`src/rtl/tlcd_pkg.sv`:
```
// Shared constants, target enum and address helpers for the Text LCD bus decoder.
package tlcd_pkg;

   localparam int unsigned DATA_W      = 8;
   localparam int unsigned AC_W        = 7;
   localparam int unsigned CG_AW       = 6;
   localparam int unsigned CG_DW       = 5;
   localparam int unsigned ROW_CELLS   = 16;
   localparam int unsigned NUM_CELLS   = 32;
   localparam int unsigned CELL_IDX_W  = 5;
   localparam int unsigned TEXT_W      = 128;
   localparam int unsigned WR_CNT_W    = 16;

   localparam logic [DATA_W-1:0] SPACE_CODE = 8'h20;

   localparam logic [DATA_W-1:0] OP_DDRAM_MASK  = 8'h80;
   localparam logic [DATA_W-1:0] OP_DDRAM_MATCH = 8'h80;
   localparam logic [DATA_W-1:0] OP_CGRAM_MASK  = 8'hC0;
   localparam logic [DATA_W-1:0] OP_CGRAM_MATCH = 8'h40;
   localparam logic [DATA_W-1:0] OP_FUNC_MASK   = 8'hE0;
   localparam logic [DATA_W-1:0] OP_FUNC_MATCH  = 8'h20;
   localparam logic [DATA_W-1:0] OP_SHIFT_MASK  = 8'hF0;
   localparam logic [DATA_W-1:0] OP_SHIFT_MATCH = 8'h10;
   localparam logic [DATA_W-1:0] OP_DISP_MASK   = 8'hF8;
   localparam logic [DATA_W-1:0] OP_DISP_MATCH  = 8'h08;
   localparam logic [DATA_W-1:0] OP_ENTRY_MASK  = 8'hFC;
   localparam logic [DATA_W-1:0] OP_ENTRY_MATCH = 8'h04;
   localparam logic [DATA_W-1:0] OP_HOME_MASK   = 8'hFE;
   localparam logic [DATA_W-1:0] OP_HOME_MATCH  = 8'h02;
   localparam logic [DATA_W-1:0] OP_CLEAR_MASK  = 8'hFF;
   localparam logic [DATA_W-1:0] OP_CLEAR_MATCH = 8'h01;

   localparam logic [AC_W-1:0] DD_ROW0_LO     = 7'h00;
   localparam logic [AC_W-1:0] DD_ROW0_VIS_HI = 7'h0F;
   localparam logic [AC_W-1:0] DD_ROW0_HI     = 7'h27;
   localparam logic [AC_W-1:0] DD_ROW1_LO     = 7'h40;
   localparam logic [AC_W-1:0] DD_ROW1_VIS_HI = 7'h4F;
   localparam logic [AC_W-1:0] DD_ROW1_HI     = 7'h67;

   typedef enum logic {TGT_DDRAM, TGT_CGRAM} tgt_e;

   function automatic logic op_is(input logic [DATA_W-1:0] d,
                                  input logic [DATA_W-1:0] mask,
                                  input logic [DATA_W-1:0] match);
      return (d & mask) == match;
   endfunction

   function automatic logic ddram_legal(input logic [AC_W-1:0] a);
      return (a <= DD_ROW0_HI) || ((a >= DD_ROW1_LO) && (a <= DD_ROW1_HI));
   endfunction

   function automatic logic ddram_visible(input logic [AC_W-1:0] a);
      return (a <= DD_ROW0_VIS_HI) || ((a >= DD_ROW1_LO) && (a <= DD_ROW1_VIS_HI));
   endfunction

   // Row select comes from bit 6, column from the low nibble.
   function automatic logic [CELL_IDX_W-1:0] ddram_index(input logic [AC_W-1:0] a);
      return {a[6], a[3:0]};
   endfunction

   function automatic logic [AC_W-1:0] ddram_step(input logic [AC_W-1:0] a, input logic inc);
      logic [AC_W-1:0] r;
      if (inc) begin
         if (a == DD_ROW0_HI)      r = DD_ROW1_LO;
         else if (a == DD_ROW1_HI) r = DD_ROW0_LO;
         else                      r = a + AC_W'(1);
      end else begin
         if (a == DD_ROW0_LO)      r = DD_ROW1_HI;
         else if (a == DD_ROW1_LO) r = DD_ROW0_HI;
         else                      r = a - AC_W'(1);
      end
      return r;
   endfunction

endpackage

```
`src/rtl/tlcd_strobe_sync.sv`:
```
// Synchronizes the TLCD bus and emits a one-cycle strobe with the bus captured on each E falling edge.
module tlcd_strobe_sync
   import tlcd_pkg::*;
#(
   parameter int unsigned SYNC_STAGES = 2
) (
   input  logic              clk,
   input  logic              rst,
   input  logic              e_i,
   input  logic              rs_i,
   input  logic              rw_i,
   input  logic [DATA_W-1:0] data_i,
   output logic              strobe_o,
   output logic              rs_o,
   output logic              rw_o,
   output logic [DATA_W-1:0] data_o
);

   localparam int unsigned BUS_W = DATA_W + 3;
   localparam int unsigned CAP_W = DATA_W + 2;

   logic [SYNC_STAGES-1:0][BUS_W-1:0] sync_q, sync_d;
   logic                              e_prev_q, e_prev_d;
   logic                              strobe_q, strobe_d;
   logic [CAP_W-1:0]                  cap_q, cap_d;
   logic [BUS_W-1:0]                  last;
   logic                              fall;

   always_comb begin
      sync_d    = sync_q;
      sync_d[0] = {e_i, rs_i, rw_i, data_i};
      for (int i = 1; i < SYNC_STAGES; i++) begin
         sync_d[i] = sync_q[i-1];
      end
      last     = sync_q[SYNC_STAGES-1];
      fall     = e_prev_q & ~last[BUS_W-1];
      e_prev_d = last[BUS_W-1];
      strobe_d = fall;
      cap_d    = fall ? last[CAP_W-1:0] : cap_q;
   end

   always_ff @(posedge clk) begin
      if (rst) begin
         sync_q   <= '0;
         e_prev_q <= 1'b0;
         strobe_q <= 1'b0;
         cap_q    <= '0;
      end else begin
         sync_q   <= sync_d;
         e_prev_q <= e_prev_d;
         strobe_q <= strobe_d;
         cap_q    <= cap_d;
      end
   end

   assign strobe_o = strobe_q;
   assign rs_o     = cap_q[CAP_W-1];
   assign rw_o     = cap_q[CAP_W-2];
   assign data_o   = cap_q[DATA_W-1:0];

endmodule

```
`src/rtl/tlcd_bus_decoder.sv`:
```
// Passive HD44780-style write-bus decoder keeping a shadow 2x16 DDRAM and display state.
// Define TLCD_DEC_CGRAM_EN to build the 64x5 CGRAM shadow and its registered readback.
module tlcd_bus_decoder
   import tlcd_pkg::*;
#(
   parameter int unsigned SYNC_STAGES = 2
) (
   input  logic                CLK,
   input  logic                RST,
   input  logic                TLCD_E,
   input  logic                TLCD_RS,
   input  logic                TLCD_RW,
   input  logic [DATA_W-1:0]   TLCD_DATA,
   input  logic [CG_AW-1:0]    CG_RADDR,
   output logic [TEXT_W-1:0]   TEXT_UPPER,
   output logic [TEXT_W-1:0]   TEXT_LOWER,
   output logic [CG_DW-1:0]    CG_RDATA,
   output logic                DISPLAY_ON,
   output logic                BUSY,
   output logic                FRAME_DONE,
   output logic                ERR_OVF,
   output logic                ERR_ADDR,
   output logic [WR_CNT_W-1:0] WR_COUNT
);

   logic              strb, strb_rs, strb_rw;
   logic [DATA_W-1:0] strb_data;

   tlcd_strobe_sync #(.SYNC_STAGES(SYNC_STAGES)) u_sync (
      .clk      (CLK),
      .rst      (RST),
      .e_i      (TLCD_E),
      .rs_i     (TLCD_RS),
      .rw_i     (TLCD_RW),
      .data_i   (TLCD_DATA),
      .strobe_o (strb),
      .rs_o     (strb_rs),
      .rw_o     (strb_rw),
      .data_o   (strb_data)
   );

   logic [DATA_W-1:0]     cell_q [NUM_CELLS];
   logic [DATA_W-1:0]     cell_d [NUM_CELLS];
   logic [AC_W-1:0]       ac_q, ac_d;
   logic                  inc_q, inc_d;
   tgt_e                  tgt_q, tgt_d;
   logic                  disp_on_q, disp_on_d;
   logic                  busy_q, busy_d;
   logic [CELL_IDX_W-1:0] sweep_q, sweep_d;
   logic                  frame_done_q, frame_done_d;
   logic                  err_ovf_q, err_ovf_d;
   logic                  err_addr_q, err_addr_d;
   logic [WR_CNT_W-1:0]   wr_count_q, wr_count_d;
   logic                  pend_full_q, pend_full_d;
   logic                  pend_rs_q, pend_rs_d;
   logic [DATA_W-1:0]     pend_data_q, pend_data_d;

   logic                  exec_pend, new_wr, exec_vld, exec_rs;
   logic [DATA_W-1:0]     exec_data;
   logic [CG_AW-1:0]      cg_next;
   logic [WR_CNT_W-1:0]   wr_count_inc;

`ifdef TLCD_DEC_CGRAM_EN
   logic [CG_DW-1:0] cg_mem_q [2**CG_AW];
   logic [CG_DW-1:0] cg_mem_d [2**CG_AW];
   logic [CG_DW-1:0] cg_rdata_q, cg_rdata_d;
`endif

   // Pending/bus arbitration, clear sweep and command execution.
   always_comb begin
      cell_d       = cell_q;
      ac_d         = ac_q;
      inc_d        = inc_q;
      tgt_d        = tgt_q;
      disp_on_d    = disp_on_q;
      busy_d       = busy_q;
      sweep_d      = sweep_q;
      frame_done_d = 1'b0;
      err_ovf_d    = err_ovf_q;
      err_addr_d   = err_addr_q;
      wr_count_d   = wr_count_q;
      pend_full_d  = pend_full_q;
      pend_rs_d    = pend_rs_q;
      pend_data_d  = pend_data_q;
`ifdef TLCD_DEC_CGRAM_EN
      cg_mem_d     = cg_mem_q;
`endif

      wr_count_inc = (wr_count_q == {WR_CNT_W{1'b1}}) ? wr_count_q : wr_count_q + WR_CNT_W'(1);
      exec_pend    = pend_full_q & ~busy_q;
      new_wr       = strb & ~strb_rw;
      exec_vld     = exec_pend | (new_wr & ~busy_q & ~pend_full_q);
      exec_rs      = exec_pend ? pend_rs_q   : strb_rs;
      exec_data    = exec_pend ? pend_data_q : strb_data;
      cg_next      = inc_q ? ac_q[CG_AW-1:0] + CG_AW'(1) : ac_q[CG_AW-1:0] - CG_AW'(1);

      if (exec_pend) pend_full_d = 1'b0;

      // A strobe that cannot run now parks in the pending slot; the slot holds one.
      if (new_wr) begin
         if (busy_q || pend_full_q) begin
            if (pend_full_q && !exec_pend) begin
               err_ovf_d = 1'b1;
            end else begin
               pend_full_d = 1'b1;
               pend_rs_d   = strb_rs;
               pend_data_d = strb_data;
               wr_count_d  = wr_count_inc;
            end
         end else begin
            wr_count_d = wr_count_inc;
         end
      end

      if (busy_q) begin
         cell_d[sweep_q] = SPACE_CODE;
         sweep_d         = sweep_q + CELL_IDX_W'(1);
         if (sweep_q == CELL_IDX_W'(NUM_CELLS - 1)) begin
            busy_d = 1'b0;
            ac_d   = DD_ROW0_LO;
            inc_d  = 1'b1;
            tgt_d  = TGT_DDRAM;
         end
      end

      if (exec_vld) begin
         if (exec_rs) begin
            if (tgt_q == TGT_DDRAM) begin
               if (ddram_visible(ac_q)) cell_d[ddram_index(ac_q)] = exec_data;
               if (ac_q == DD_ROW1_VIS_HI) frame_done_d = 1'b1;
               ac_d = ddram_step(ac_q, inc_q);
            end else begin
`ifdef TLCD_DEC_CGRAM_EN
               cg_mem_d[ac_q[CG_AW-1:0]] = exec_data[CG_DW-1:0];
`endif
               ac_d = AC_W'(cg_next);
            end
         end else if (op_is(exec_data, OP_DDRAM_MASK, OP_DDRAM_MATCH)) begin
            tgt_d = TGT_DDRAM;
            if (ddram_legal(exec_data[AC_W-1:0])) begin
               ac_d = exec_data[AC_W-1:0];
            end else begin
               ac_d       = DD_ROW0_LO;
               err_addr_d = 1'b1;
            end
         end else if (op_is(exec_data, OP_CGRAM_MASK, OP_CGRAM_MATCH)) begin
            tgt_d = TGT_CGRAM;
            ac_d  = AC_W'(exec_data[CG_AW-1:0]);
         end else if (op_is(exec_data, OP_FUNC_MASK, OP_FUNC_MATCH) ||
                      op_is(exec_data, OP_SHIFT_MASK, OP_SHIFT_MATCH)) begin
            ac_d = ac_q;
         end else if (op_is(exec_data, OP_DISP_MASK, OP_DISP_MATCH)) begin
            disp_on_d = exec_data[2];
         end else if (op_is(exec_data, OP_ENTRY_MASK, OP_ENTRY_MATCH)) begin
            inc_d = exec_data[1];
         end else if (op_is(exec_data, OP_HOME_MASK, OP_HOME_MATCH)) begin
            ac_d  = DD_ROW0_LO;
            tgt_d = TGT_DDRAM;
         end else if (op_is(exec_data, OP_CLEAR_MASK, OP_CLEAR_MATCH)) begin
            busy_d  = 1'b1;
            sweep_d = '0;
         end
      end
   end

   always_ff @(posedge CLK) begin
      if (RST) begin
         for (int i = 0; i < NUM_CELLS; i++) cell_q[i] <= SPACE_CODE;
         ac_q         <= DD_ROW0_LO;
         inc_q        <= 1'b1;
         tgt_q        <= TGT_DDRAM;
         disp_on_q    <= 1'b0;
         busy_q       <= 1'b0;
         sweep_q      <= '0;
         frame_done_q <= 1'b0;
         err_ovf_q    <= 1'b0;
         err_addr_q   <= 1'b0;
         wr_count_q   <= '0;
         pend_full_q  <= 1'b0;
         pend_rs_q    <= 1'b0;
         pend_data_q  <= '0;
      end else begin
         cell_q       <= cell_d;
         ac_q         <= ac_d;
         inc_q        <= inc_d;
         tgt_q        <= tgt_d;
         disp_on_q    <= disp_on_d;
         busy_q       <= busy_d;
         sweep_q      <= sweep_d;
         frame_done_q <= frame_done_d;
         err_ovf_q    <= err_ovf_d;
         err_addr_q   <= err_addr_d;
         wr_count_q   <= wr_count_d;
         pend_full_q  <= pend_full_d;
         pend_rs_q    <= pend_rs_d;
         pend_data_q  <= pend_data_d;
      end
   end

`ifdef TLCD_DEC_CGRAM_EN
   always_comb cg_rdata_d = cg_mem_q[CG_RADDR];

   always_ff @(posedge CLK) begin
      if (RST) begin
         for (int i = 0; i < 2**CG_AW; i++) cg_mem_q[i] <= '0;
         cg_rdata_q <= '0;
      end else begin
         cg_mem_q   <= cg_mem_d;
         cg_rdata_q <= cg_rdata_d;
      end
   end

   assign CG_RDATA = cg_rdata_q;
`else
   logic unused_cg_raddr;
   assign unused_cg_raddr = ^CG_RADDR;
   assign CG_RDATA        = '0;
`endif

   // Column 0 sits in the top byte of each row string.
   always_comb begin
      TEXT_UPPER = '0;
      TEXT_LOWER = '0;
      for (int c = 0; c < ROW_CELLS; c++) begin
         TEXT_UPPER[TEXT_W-1-8*c -: 8] = cell_q[c];
         TEXT_LOWER[TEXT_W-1-8*c -: 8] = cell_q[ROW_CELLS+c];
      end
   end

   assign DISPLAY_ON = disp_on_q;
   assign BUSY       = busy_q;
   assign FRAME_DONE = frame_done_q;
   assign ERR_OVF    = err_ovf_q;
   assign ERR_ADDR   = err_addr_q;
   assign WR_COUNT   = wr_count_q;

endmodule

```
`config.mk`:
```
export PLATFORM = sky130hd
export DESIGN_NAME = tlcd_bus_decoder
export DESIGN_NICKNAME = d
export VERILOG_FILES = /design/src/rtl/tlcd_pkg.sv /design/src/rtl/tlcd_strobe_sync.sv /design/src/rtl/tlcd_bus_decoder.sv
export SDC_FILE = /design/constraint.sdc
export NUM_CORES = 1
export LEC_CHECK = 0
export ABC_AREA = 1
export BUFFER_PORTS_ARGS = -buffer_cell sky130_fd_sc_hd__clkbuf_2
export CELL_PAD_IN_SITES_DETAIL_PLACEMENT = 0
export CELL_PAD_IN_SITES_GLOBAL_PLACEMENT = 1
export CORE_UTILIZATION = 30
export DETAILED_ROUTE_END_ITERATION = 7
export PLACE_DENSITY = 0.68
export SYNTH_ARGS = -nofsm -noshare
export SYNTH_HDL_FRONTEND = slang
export SYNTH_SLANG_ARGS = --single-unit
```
`constraint.sdc`:
```
create_clock -name CLK -period 1.8 [get_ports CLK]
set_input_delay 0.18 -clock CLK [delete_from_list [all_inputs] [get_ports CLK]]
set_output_delay 0.18 -clock CLK [all_outputs]
set_load 0.02 [all_outputs]
```
After elaboration in Yosys (flattened, before gate mapping)
Cells that the tools add are included.
- register bits after elaboration: 335
- output and inout port bits: 282
- add/sub/neg operators: 6
- reduce and logical (&&, ||, !) cells: 17
- bitwise logic cells: 22
- multiplexer cells: 78
- equality and inequality tests: 15
- $lt $le $gt $ge: 10
- operators with widths (kind ; number):
    256-bit 2-to-1 mux ; 5
    256-bit bitwise mux ; 1
    224-bit AND ; 1
    224-bit inverter ; 1
    7-bit 2-to-1 mux ; 17
    8-bit demux with 5-bit select ; 2
    5-bit 2-to-1 mux ; 10
    16-bit 2-to-1 mux ; 3
    1-bit 2-to-1 mux ; 36
    32-bit OR ; 1
    8-bit 2-to-1 mux ; 3
    7-bit == test, second input constant ; 3
    16-bit by 1-bit adder with 16-bit output, second input constant ; 1
    16-bit == test, second input constant ; 1
    7-bit greater-or-equal comparator, second input constant ; 2
    7-bit less-or-equal comparator, second input constant ; 2
    6-bit greater-or-equal comparator, second input constant ; 2
    6-bit by 1-bit less-than comparator with 1-bit output, second input constant ; 2
    5-bit inverter with 6-bit output ; 2
    1-bit inverter ; 11
    8-bit by 1-bit == test with 1-bit output, second input constant ; 1
    7-bit by 1-bit adder with 7-bit output, second input constant ; 1
    7-bit by 1-bit == test with 1-bit output, second input constant ; 1
    7-bit by 6-bit == test with 1-bit output, second input constant ; 1
    26 further kinds ; 38

Longest topological paths before layout
Gate-level depths: netlist of run 1.
- word-level depth: 13
- depth in mapped cells: 14
- depth with buffers taken out: 13

Modules after synthesis
Synthesis of run 1 repeated with hierarchy kept, for this count alone.
- cells, all modules: 2063
- area total of the unflattened synthesis: 14797.9 sq um
- by module, submodules not included (module ; seq. area each (sq um) ; cells an instance ; instances ; area each (sq um)):
    tlcd_bus_decoder ; 6025.8 ; 1924 ; 1 ; 13591.8
    tlcd_strobe_sync ; 680.7 ; 139 ; 1 ; 1206.2

Least setup slack after synthesis of run 1
Ideal clock, no wire load.
- path kind: register to register
- start: reg busy_q, in the netlist BUSY
- end: reg cell_q, in the netlist TEXT_UPPER[13]
- period minus slack after synthesis: 1990 ps
- cell stages (with the launch flop): 14
- path slack: -190 ps
- path buffers: 2
- data arrival time: 1852 ps
- path through: dfxtp_1 inv_2 nand2_4 nand2_1 o21ai_2 nand2_2 nor2_4 inv_2 nor2_8 buf_12 nand3_4 buf_6 o21ai_1 o211ai_1
- longest elaborated chain between the ends: 8
- elaborated cells on any way between the ends: 13
- those cells by class: 8 x mux; 5 x bitwise
- RTL lines (element ; RTL line ; text):
    start: declaration ; tlcd_bus_decoder.sv:48 ; logic busy_q, busy_d;
    start signal: assignment ; tlcd_bus_decoder.sv:188 ; busy_q <= busy_d;
    1-bit inverter ; tlcd_bus_decoder.sv:90, tlcd_bus_decoder.sv:92 ;
    1-bit AND ; tlcd_bus_decoder.sv:90 ; exec_pend = pend_full_q & ~busy_q;
    8-bit 2-to-1 mux ; tlcd_bus_decoder.sv:94 ; exec_data = exec_pend ? pend_data_q : strb_data;
    256-bit bitwise mux ; tlcd_bus_decoder.sv:129 ; if (ddram_visible(ac_q)) cell_d[ddram_index(ac_q)] = exec_data;
    256-bit 2-to-1 mux ; tlcd_bus_decoder.sv:129 ;
    256-bit 2-to-1 mux ; tlcd_bus_decoder.sv:128 ; if (tgt_q == TGT_DDRAM) begin
    256-bit 2-to-1 mux ; tlcd_bus_decoder.sv:127 ; if (exec_rs) begin
    256-bit 2-to-1 mux (*) ; tlcd_bus_decoder.sv:126 ; if (exec_vld) begin
    end signal: assignment ; tlcd_bus_decoder.sv:183 ; cell_q <= cell_d;
    end: declaration ; tlcd_bus_decoder.sv:42 ; logic [DATA_W-1:0] cell_q [NUM_CELLS];
Mark *: on every way between the ends. The rest lies on a longest branch, timed or not.
A chain may end at the register's enable or synchronous reset.

Final worst setup path of run 1
- start: reg busy_q, in the netlist BUSY
- end: reg cell_q, in the netlist TEXT_UPPER[64]
The elaborated chain is that of the path after synthesis.

==> results.sh, run 1 <==
export IMPL_layout_commonest_cell="nand2_1"
export IMPL_drt_met1_wl_um=25100
export IMPL_drv_slew=0
export IMPL_fin_crit_ns=1.894
export IMPL_drtIter0Drc=997
export IMPL_clock_path_buffers=3
export IMPL_grt_pass1_vias=13510
export IMPL_power_internal_mw=13.28
export IMPL_worstPathRequired_ns=2.24
export IMPL_finClkSkew_ns=0.01141
export IMPL_ff2ff_setup_slack_ns=-0.09
export IMPL_viasPerCell=4.755
export IMPL_drt_wl_total_um=56630
export IMPL_dp_hpwl_um=36540
export IMPL_ioPinCount=301
export IMPL_p_leak_nw=9.658
export IMPL_worstSetupStartpointType="register"
export IMPL_drc_errors=0
export IMPL_relSlewSlack_pct=61.13
export IMPL_avgSynthCellArea_um2=7.183
export IMPL_num_vias=15010
export IMPL_drive_gt1_share_pct=28.89
export IMPL_rsz0062_at_grt="yes"
export IMPL_violations="setup timing"
export IMPL_hold_viol=0
export IMPL_syn_instance_count=2063
export IMPL_ys_warn_count=0
export IMPL_gp_congestion=0.8531
export IMPL_syn2layout_area_growth_pct=39.01
export IMPL_cp_arrival_ns=2.33
export IMPL_syn_area_um2=14820
export IMPL_crit_chain="inv_4 -> nand2_8 -> o21ai_4 -> nand2_2 -> nor2_4 -> inv_4 -> nor2_8 -> buf_12 -> buf_6 -> nand3_4 -> o21ai_1 -> nor2_1"
export IMPL_path_class="reg -> reg"
export IMPL_p_sw_mw=3.721
export IMPL_tightestPinTransition_ns=0.5817
export IMPL_holdCritPathClass="in -> reg"
export IMPL_port_buffer_count=289
export IMPL_min_period_over_period_pct=105.2
export IMPL_cts_root_buf="clkbuf_16"
export IMPL_grt_use_total_pct=20.72
export IMPL_status="finished with violations"
export IMPL_critPathMostFrequentCell="inv_4"
export IMPL_combPwrFrac_pct=3.1
export IMPL_antenna_cells=0
export IMPL_wl_met3_um=4437
export IMPL_fin_hold_ws_ns=0.04473
export IMPL_setup_ws_ns=-0.09375
export IMPL_routed_wl_met2_um=25630
export IMPL_cts_num_sinks=335
export IMPL_routedWlPerCell_um=17.94
export IMPL_clkPwrFrac_pct=53.1
export IMPL_clk_pin_slew_ns=0.06
export IMPL_critical_path_max_fanout=9
export IMPL_synth_cell_type_count=37
export IMPL_hold_start="RST"
export IMPL_p_seq_share_pct=43.8
export IMPL_cts_buffers_inserted=41
export IMPL_drv_cap=0
export IMPL_detail_route_antenna_nets=0
export IMPL_grt_pass1_wl_um=80540
export IMPL_htree_levels=2
export IMPL_initial_core_util_pct=30.33
export IMPL_crit_path_end_kind="register"
export IMPL_finalSetupViolations=228
export IMPL_swShare_pct=21.88
export IMPL_worst_ir_drop_vdd_mv=0.6129
export IMPL_timing_rr_start="BUSY$_SDFF_PP0_"
export IMPL_critPathLaunch="BUSY$_SDFF_PP0_"
export IMPL_seq_area_frac_synth_pct=45.26
export IMPL_cts_tree="done"
export IMPL_ys_seq_elements=335
export IMPL_die_width_um=224.2
export IMPL_final_cell_mix="nand2_1, dfxtp_1, nor2_1, clkbuf_2, o21ai_1"
export IMPL_drtPass1Iterations=7
export IMPL_fmax_mhz=528.1
export IMPL_final_util_pct=42.17
export IMPL_highest_layer="met4"
export IMPL_fp_dieH_um=224.2
export IMPL_die_area_um2=50290
export IMPL_cp_slowest_cell="dfxtp_4"
export IMPL_antenna_found_initial=0
export IMPL_core_area_um2=48850
export IMPL_fin_nets=2497
export IMPL_pwr_density_cell_nw_per_um2=825.6
export IMPL_placement_rows=81
export IMPL_clk_latency_ns=0.56
export IMPL_slowest_delay_ns=0.35
export IMPL_grt_max_degree=99
export IMPL_grt_overflow_total=0
[flip-flops by register name, summed over array words and instances, names as in the netlist, 5 cells and up]
register       count
ac_q               7
u_sync.sync_d     11
TEXT_LOWER       128
TEXT_UPPER       128
WR_COUNT          16
u_sync.cap_q      10
u_sync.last       11
sweep_q            5
pend_data_q        8
[worst max-delay path, delay by kind of cell (launching register included)]
| family | cells | cell delay, ns |
|---|---|---|
| AND/OR/NAND/NOR | 6 | 0.64 |
| flip-flops | 1 | 0.35 |
| buffers and inverters | 4 | 0.48 |
| AO/OA/AOI/OAI | 2 | 0.29 |
[worst paths after layout]
check                              end  depth (start not counted)
max          TEXT_UPPER[64]$_SDFF_PP0_                         12
min          WR_COUNT[12]$_SDFFE_PP0P_                          2
min reg2reg  u_sync.last[4]$_SDFF_PP0_                          2
max reg2reg  TEXT_UPPER[64]$_SDFF_PP0_                         12
[cell families after synthesis]
kind of cell | synth area share [%]
AOI/OAI and AO/OA | 13.66
xor gates and xnor gates | 0.8866
adders and majority gates | 1.317
buffers and inverters | 7.329
DFF | 45.26
other | 0.02531
and+or+nand+nor | 31.52
[final cells by class]
class                   instances  area (um^2)
fillers                      5062        28250
multi-input cells            1523         7868
flip-flops and latches        335         6729
repair buffers                453         3268
clock buffers                  60         1260
well taps                     664        830.8
inverters                     109        426.7
clock inverters                12        216.5
[metrics by stage]
stage	power, mW	setup TNS, ns	setup WS [ns]	instance area, um^2	cells
final	17.01	-8.809	-0.09375	20600	3156
after floorplan	7.858	-13.19	-0.09458	14910	2067
after CTS	17.21	-6.260	-0.06533	19710	3125
after global routing	17.57	-39.91	-0.2048	20600	3156
after global placement	8.078	-4.367	-0.1916	17790	3027
after detailed placement	8.079	-11.05	-0.2339	17790	3027
[metal layers]
layer | GRT usage, % | up-vias
met1 | 26.92 | 7009
met2 | 32.93 | 406
li1 | - | 7498
met5 | 0 | -
met4 | 6.057 | 0
met3 | 6.336 | 94
[what timing repair did]
item                                    4_1_cts  5_1_grt
pin swaps                                     8       24
endpoints found under the setup margin      266      286
resized for setup                            82      158
endpoints found under the hold margin        11        0
cloned                                        7       15
hold buffers                                 11        0
setup buffers                                 8       16
[synth_stat cells]
cell | n | area [um^2]
nor2_8 | 2 | 40.04
nand2_1 | 633 | 2376
or2_2 | 3 | 18.77
o21ai_1 | 171 | 855.8
inv_1 | 102 | 382.9
a21oi_1 | 53 | 265.3
inv_2 | 2 | 7.510
buf_4 | 6 | 45.04
o21ai_0 | 120 | 600.6
o211ai_1 | 32 | 240.2
nand3_1 | 49 | 245.2
conb_1 | 1 | 3.750
nand4_1 | 9 | 56.30
nor3_1 | 42 | 210.2
dfxtp_1 | 335 | 6706
clkinv_1 | 5 | 18.77
a31oi_1 | 2 | 12.51
buf_1 | 4 | 15.01
nand2_2 | 1 | 6.260
o21a_1 | 1 | 7.510
nor4_1 | 3 | 18.77
ha_1 | 14 | 175.2
xor2_1 | 12 | 105.1
clkbuf_1 | 68 | 255.2
buf_2 | 16 | 80.08
nand2_4 | 1 | 11.26
nor2_4 | 7 | 78.83
buf_12 | 2 | 40.04
xnor2_1 | 3 | 26.28
buf_6 | 21 | 236.5
nand3_2 | 11 | 110.1
clkbuf_2 | 1 | 5.000
nor2_1 | 306 | 1149
fa_1 | 1 | 20.02
o21ai_4 | 1 | 16.27
nand3_4 | 20 | 350.3
o21ai_2 | 3 | 26.28
[power by group through the flow]
| stage | registers (mW) | logic (mW) | clock network (mW) |
|---|---|---|---|
| 2_1_floorplan | 7.62 | 0.240 | 0 |
| 3_3_place_gp | 7.62 | 0.458 | 0 |
| 3_5_place_dp | 7.62 | 0.459 | 0 |
| 4_1_cts | 7.45 | 0.488 | 9.26 |
| 5_1_grt | 7.45 | 0.558 | 9.56 |
| 6_report | 7.45 | 0.520 | 9.03 |
Note: power is estimated with default switching activity, not from simulation.
==> run 2: changes to the inputs <==
--- a/config.mk
+++ b/config.mk
@@ -7,8 +7,10 @@
 export LEC_CHECK = 0
 export ABC_AREA = 1
 export BUFFER_PORTS_ARGS = -buffer_cell sky130_fd_sc_hd__clkbuf_2
+export CAP_MARGIN = 15
 export CELL_PAD_IN_SITES_DETAIL_PLACEMENT = 0
 export CELL_PAD_IN_SITES_GLOBAL_PLACEMENT = 1
+export CORE_MARGIN = 3
 export CORE_UTILIZATION = 30
 export DETAILED_ROUTE_END_ITERATION = 7
 export PLACE_DENSITY = 0.68
==> run 2 against run 1 <==
The flow still finishes with violations (setup timing); cell count shrank 0.92%; utilization shrank 0.74 points; fmax shrank 3.0%; sequential power is essentially flat; first-iteration DRC count grew 9.9%; sequential share of layout area grew 0.98 points.
==> results.sh, run 2 (synthesis results as in run 1) <==
export IMPL_status="finished with violations"
export IMPL_violations="setup timing"
export IMPL_path_class="reg -> reg"
export IMPL_final_util_pct=41.43
export IMPL_port_buffer_count=289
export IMPL_worst_path_dominant_cell_family="simple AND/OR/NAND/NOR gates"
export IMPL_gp_congestion=0.8868
export IMPL_fill_cells=5027
export IMPL_die_width_um=228.2
export IMPL_drv_cap=0
export IMPL_dp_hpwl_um=36520
export IMPL_grt_pass1_vias=14330
export IMPL_drc_errors=0
export IMPL_drt_wl_total_um=55940
export IMPL_clk_latency_ns=0.57
export IMPL_cp_slowest_cell="dfxtp_4"
export IMPL_setup_ws_ns=-0.1517
export IMPL_crit_path_end_kind="register"
export IMPL_fmax_mhz=512.4
export IMPL_hold_viol=0
export IMPL_drv_slew=0
export IMPL_cp_num_cells=11
export IMPL_drtIter0Drc=1096
export IMPL_ff2ff_setup_slack_ns=-0.15
export IMPL_clock_path_buffers=3
export IMPL_num_vias=14970
export IMPL_cts_num_sinks=335
export IMPL_worst_ir_drop_vdd_mv=0.6684
export IMPL_critical_path_max_fanout=16
export IMPL_met3_usage_pct=6.537
export IMPL_slowest_delay_ns=0.36
export IMPL_rsz0062_at_grt="yes"
export IMPL_tightestPinTransition_ns=0.6097
export IMPL_p_total_mw=16.54
export IMPL_die_area_um2=52100
export IMPL_grt_overflow_total=0
export IMPL_cts_tree="done"
export IMPL_cts_buffers_inserted=42
export IMPL_fin_crit_ns=1.952
export IMPL_grtUsageMet1_pct=26.99
export IMPL_grt_max_degree=98
export IMPL_antenna_found_initial=0
export IMPL_fin_nets=2472
export IMPL_grt_busiest_layer="met2"
export IMPL_layout_cells_non_filler=3127
export IMPL_clkPwrFrac_pct=52.1
export IMPL_worstSetupStartpointType="register"
export IMPL_endpoint="TEXT_LOWER[74]$_SDFF_PP0_"
export IMPL_grt_use_total_pct=20.70
export IMPL_initial_core_util_pct=30.71
export IMPL_pwr_density_cell_nw_per_um2=827.3
export IMPL_relSlewSlack_pct=59.35
export IMPL_holdCritPathClass="in -> reg"
export IMPL_swShare_pct=23.29
export IMPL_clk_pin_slew_ns=0.06
export IMPL_critPathMostFrequentCell="inv_4"
export IMPL_core_area_um2=48250
export IMPL_htree_levels=2
export IMPL_crit_chain="inv_4 -> nand2_8 -> o21ai_4 -> nand2_2 -> nor2_4 -> inv_4 -> nor2_8 -> buf_12 -> nand3_4 -> o21ai_1 -> nor2_1"
export IMPL_syn2layout_area_growth_pct=34.90
export IMPL_worstRegToRegCells=11
export IMPL_dp_slack_ns=-0.2637
export IMPL_drtPass1Iterations=5
export IMPL_combPwrFrac_pct=2.8
export IMPL_grt_use_met2_pct=32.71
export IMPL_worstPathRequired_ns=2.24
export IMPL_final_cell_mix="nand2_1, dfxtp_1, nor2_1, clkbuf_2, o21ai_1"
export IMPL_power_internal_mw=12.68
export IMPL_viasPerCell=4.786
export IMPL_critPathLaunch="BUSY$_SDFF_PP0_"
export IMPL_p_leak_nw=9.434
export IMPL_grt_pass1_wl_um=85510
export IMPL_r2r_end="TEXT_LOWER[74]$_SDFF_PP0_"
export IMPL_p_seq_share_pct=45.1
export IMPL_placement_rows=80
export IMPL_fp_dieH_um=228.2
export IMPL_cp_buffers_inverters=3
export IMPL_timing_rr_start="BUSY$_SDFF_PP0_"
export IMPL_antenna_cells=0
export IMPL_p_sw_mw=3.852
export IMPL_place_inst=3005
export IMPL_routedWlPerCell_um=17.89
export IMPL_fin_hold_ws_ns=0.3784
export IMPL_min_period_over_period_pct=108.4
export IMPL_detail_route_antenna_nets=0
export IMPL_layout_commonest_cell="nand2_1"
export IMPL_cts_root_buf="clkbuf_16"
export IMPL_finalSetupViolations=243
export IMPL_finClkSkew_ns=0.02549
export IMPL_ioPinCount=301
export IMPL_drive_gt1_share_pct=27.36
export IMPL_cp_arrival_ns=2.39
==> run 2: worst min-delay path, stage by stage <==
cell and delay [ns]:
dlygate4sd3_1 0.54, clkbuf_2 0.11, inv_1 0.04, nor2_1 0.03
==> run 2: how the worst min path moves through the flow <==
stage	from	to	slack, ns	cells after the start
5_1_grt	TLCD_DATA[5]	u_sync.sync_d[16]$_SDFF_PP0_	0.37	4
3_3_place_gp	u_sync.sync_d[19]$_SDFF_PP0_	u_sync.last[8]$_SDFF_PP0_	0.40	2
6_report	TLCD_DATA[5]	u_sync.sync_d[16]$_SDFF_PP0_	0.38	4
4_1_cts	TLCD_DATA[1]	u_sync.sync_d[12]$_SDFF_PP0_	0.34	4
2_1_floorplan	TLCD_DATA[0]	u_sync.sync_d[11]$_SDFF_PP0_	0.29	2
3_5_place_dp	u_sync.sync_d[19]$_SDFF_PP0_	u_sync.last[8]$_SDFF_PP0_	0.39	2
==> run 2: what timing repair did <==
item | in CTS | in global routing
setup buffers | 12 | 7
endpoints found under the hold margin | 27 | 0
hold buffers | 12 | 0
pin swaps | 14 | 5
resized for setup | 68 | 128
endpoints found under the setup margin | 285 | 280
gates cloned | 13 | 2
==> run 2: layout make-up <==
| type | instances | area [um^2] | area share [%] |
|---|---|---|---|
| repair buffers | 431 | 2894 | 14.48 |
| clock buffers | 54 | 1187 | 5.940 |
| clock inverters | 23 | 226.5 | 1.133 |
| flip-flops and latches | 335 | 6725 | 33.64 |
| multi-input cells | 1519 | 7709 | 38.56 |
| well taps | 656 | 820.8 | 4.106 |
| inverters | 109 | 426.7 | 2.134 |
==> run 2: layer usage <==
metal | vias to the layer above | share of wire, % | routed length [um]
li1 | 7446 | - | -
met2 | 429 | 45 | 24950
met1 | 6991 | 44 | 24830
met5 | - | 0 | 0
met4 | 0 | 3.2 | 1767
met3 | 99 | 7.9 | 4392
==> run 2: power by group through the flow <==
stage               clock network, mW  logic, mW  registers (mW)
CTS                              8.85      0.450            7.46
detailed placement                  0      0.416            7.62
floorplan                           0      0.240            7.62
global route                     9.16      0.502            7.45
global placement                    0      0.417            7.62
finish                           8.62      0.462            7.45
==> run 2: per-stage QoR <==
stage	TNS, ns	instance area [um^2]
finish	-17.95	19990
global route	-45.58	19990
CTS	-17.08	19550
detailed placement	-32.66	17540
global placement	-22.50	17540
floorplan	-13.19	14910
==> run 3: changes to the inputs <==
--- a/config.mk
+++ b/config.mk
@@ -14,6 +14,7 @@
 export CORE_UTILIZATION = 30
 export DETAILED_ROUTE_END_ITERATION = 7
 export PLACE_DENSITY = 0.68
+export RECOVER_POWER = 50
 export SYNTH_ARGS = -nofsm -noshare
 export SYNTH_HDL_FRONTEND = slang
 export SYNTH_SLANG_ARGS = --single-unit
==> run 3 against run 2 <==
The flow still finishes with violations (setup timing); via count up 0.17%; largest power group unchanged; critical path depth unchanged; clock power about the same; total power about the same; fmax about the same; worst setup slack better by 0.00076 ns; cell count unchanged.
==> results.sh, run 3 (synthesis results as in run 1) <==
export IMPL_gp_congestion=0.8868
export IMPL_htree_levels=2
export IMPL_syn2layout_area_growth_pct=34.79
export IMPL_die_area_um2=52100
export IMPL_grt_pass1_vias=14330
export IMPL_layout_cells_non_filler=3127
export IMPL_fmax_mhz=512.6
export IMPL_drtPass1Iterations=5
export IMPL_finClkSkew_ns=0.02545
export IMPL_placement_rows=80
export IMPL_crit_chain="inv_4 -> nand2_8 -> o21ai_4 -> nand2_2 -> nor2_4 -> inv_4 -> nor2_8 -> buf_12 -> nand3_4 -> o21ai_1 -> nor2_1"
export IMPL_holdCritPathClass="in -> reg"
export IMPL_cp_arrival_ns=2.39
export IMPL_cp_num_cells=11
export IMPL_grt_use_total_pct=20.70
export IMPL_place_inst=3005
export IMPL_critPathLaunch="BUSY$_SDFF_PP0_"
export IMPL_dp_slack_ns=-0.2637
export IMPL_clock_path_buffers=3
export IMPL_routedWlPerCell_um=17.89
export IMPL_holdPathEnd="u_sync.sync_d[16]$_SDFF_PP0_"
export IMPL_detail_route_antenna_nets=0
export IMPL_critPathMostFrequentCell="inv_4"
export IMPL_antenna_cells=0
export IMPL_min_delay_path_depth=4
export IMPL_cp_slowest_cell="dfxtp_4"
export IMPL_cts_tree="done"
export IMPL_port_buffer_count=289
export IMPL_status="finished with violations"
export IMPL_worstRegToRegCells=11
export IMPL_relSlewSlack_pct=59.35
export IMPL_worst_ir_drop_vdd_mv=0.6684
export IMPL_final_cell_mix="nand2_1, dfxtp_1, nor2_1, clkbuf_2, o21ai_1"
export IMPL_r2r_end="TEXT_LOWER[74]$_SDFF_PP0_"
export IMPL_multiInputGateArea_um2=7709
export IMPL_ff2ff_setup_slack_ns=-0.15
export IMPL_drive_gt1_share_pct=26.91
export IMPL_grt_max_degree=98
export IMPL_clk_latency_ns=0.57
export IMPL_layout_commonest_cell="nand2_1"
export IMPL_fin_hold_ws_ns=0.3784
export IMPL_violations="setup timing"
export IMPL_cts_root_buf="clkbuf_16"
export IMPL_setup_ws_ns=-0.1510
export IMPL_finalSetupViolations=244
export IMPL_tightestPinTransition_ns=0.6098
export IMPL_grt_overflow_total=0
export IMPL_crit_path_end_kind="register"
export IMPL_drtIter0Drc=1089
export IMPL_drc_errors=0
export IMPL_worstPathRequired_ns=2.24
export IMPL_fin_crit_ns=1.951
export IMPL_cp_buffers_inverters=3
export IMPL_pwr_density_cell_nw_per_um2=827.9
export IMPL_die_width_um=228.2
export IMPL_antenna_found_initial=0
export IMPL_drt_wl_total_um=55960
export IMPL_timing_rr_start="BUSY$_SDFF_PP0_"
export IMPL_tns_ns=-18.33
export IMPL_initial_core_util_pct=30.71
export IMPL_core_area_um2=48250
export IMPL_hold_viol=0
export IMPL_fp_dieH_um=228.2
export IMPL_path_class="reg -> reg"
export IMPL_min_period_over_period_pct=108.4
export IMPL_worst_path_dominant_cell_family="simple AND/OR/NAND/NOR gates"
export IMPL_cts_num_sinks=335
export IMPL_clk_pin_slew_ns=0.06
export IMPL_drv_slew=0
export IMPL_critical_path_max_fanout=16
export IMPL_fill_cells=5033
export IMPL_rsz0062_at_grt="yes"
export IMPL_slowest_delay_ns=0.36
export IMPL_fin_nets=2472
export IMPL_p_leak_nw=9.395
export IMPL_ioPinCount=301
export IMPL_worstSetupStartpointType="register"
export IMPL_cts_buffers_inserted=42
export IMPL_seqCellArea_um2=6725
export IMPL_num_vias=14990
export IMPL_hold_start="TLCD_DATA[5]"
export IMPL_grt_pass1_wl_um=85510
export IMPL_drv_cap=0
export IMPL_dp_hpwl_um=36520
export IMPL_viasPerCell=4.794
run 3: worst max-delay path by stage:
| stage | endpoint | slack [ns] |
|---|---|---|
| floorplan | TEXT_UPPER[13]$_SDFF_PP1_ | -0.09 |
| detailed placement | TEXT_LOWER[68]$_SDFF_PP0_ | -0.26 |
| CTS | TEXT_LOWER[84]$_SDFF_PP0_ | -0.12 |
| global route | TEXT_LOWER[72]$_SDFF_PP0_ | -0.25 |
| global placement | TEXT_LOWER[1]$_SDFF_PP0_ | -0.22 |
| finish | TEXT_LOWER[74]$_SDFF_PP0_ | -0.15 |
run 3: layer usage:
| layer | up-vias | global-route usage [%] | routed length [um] |
|---|---|---|---|
| li1 | 7448 | - | - |
| met5 | - | 0 | 0 |
| met2 | 444 | 32.71 | 24950 |
| met1 | 6997 | 26.99 | 24660 |
| met4 | 0 | 6.393 | 1771 |
| met3 | 101 | 6.537 | 4578 |
run 3: worst min-delay path, stage by stage:
cell,delay [ns]
dlygate4sd3_1,0.54
clkbuf_2,0.11
inv_1,0.04
nor2_1,0.03
run 3: repair_timing:
item,CTS,global route
hold buffers,12,0
setup buffers,12,7
cloned,13,2
setup endpoints to repair,285,280
gates resized for setup,68,128
pin swaps,14,5
endpoints found under the hold margin,27,0
run 3: where the power goes:
| group | leakage (nW) | switching [mW] | internal, mW |
|---|---|---|---|
| registers | 2.71 | 0.0112 | 7.44 |
| clock network | 0.708 | 3.49 | 5.13 |
| logic | 5.98 | 0.348 | 0.114 |
run 3: final cells by class:
type | count | area share [%]
clock inverter | 23 | 1.134
clock buffer | 54 | 5.945
inverter | 109 | 2.136
timing repair buffer | 431 | 14.41
tap | 656 | 4.110
multi-input combinational | 1519 | 38.60
sequential | 335 | 33.67
run 3: stage by stage:
| stage | power (mW) | utilization, % | area (um^2) |
|---|---|---|---|
| floorplan | 7.858 | - | 14910 |
| global placement | 8.037 | 36.35 | 17540 |
| detailed placement | 8.037 | 36.35 | 17540 |
| CTS | 16.75 | 40.53 | 19550 |
| global route | 17.12 | 41.40 | 19970 |
| finish | 16.53 | 41.40 | 19970 |
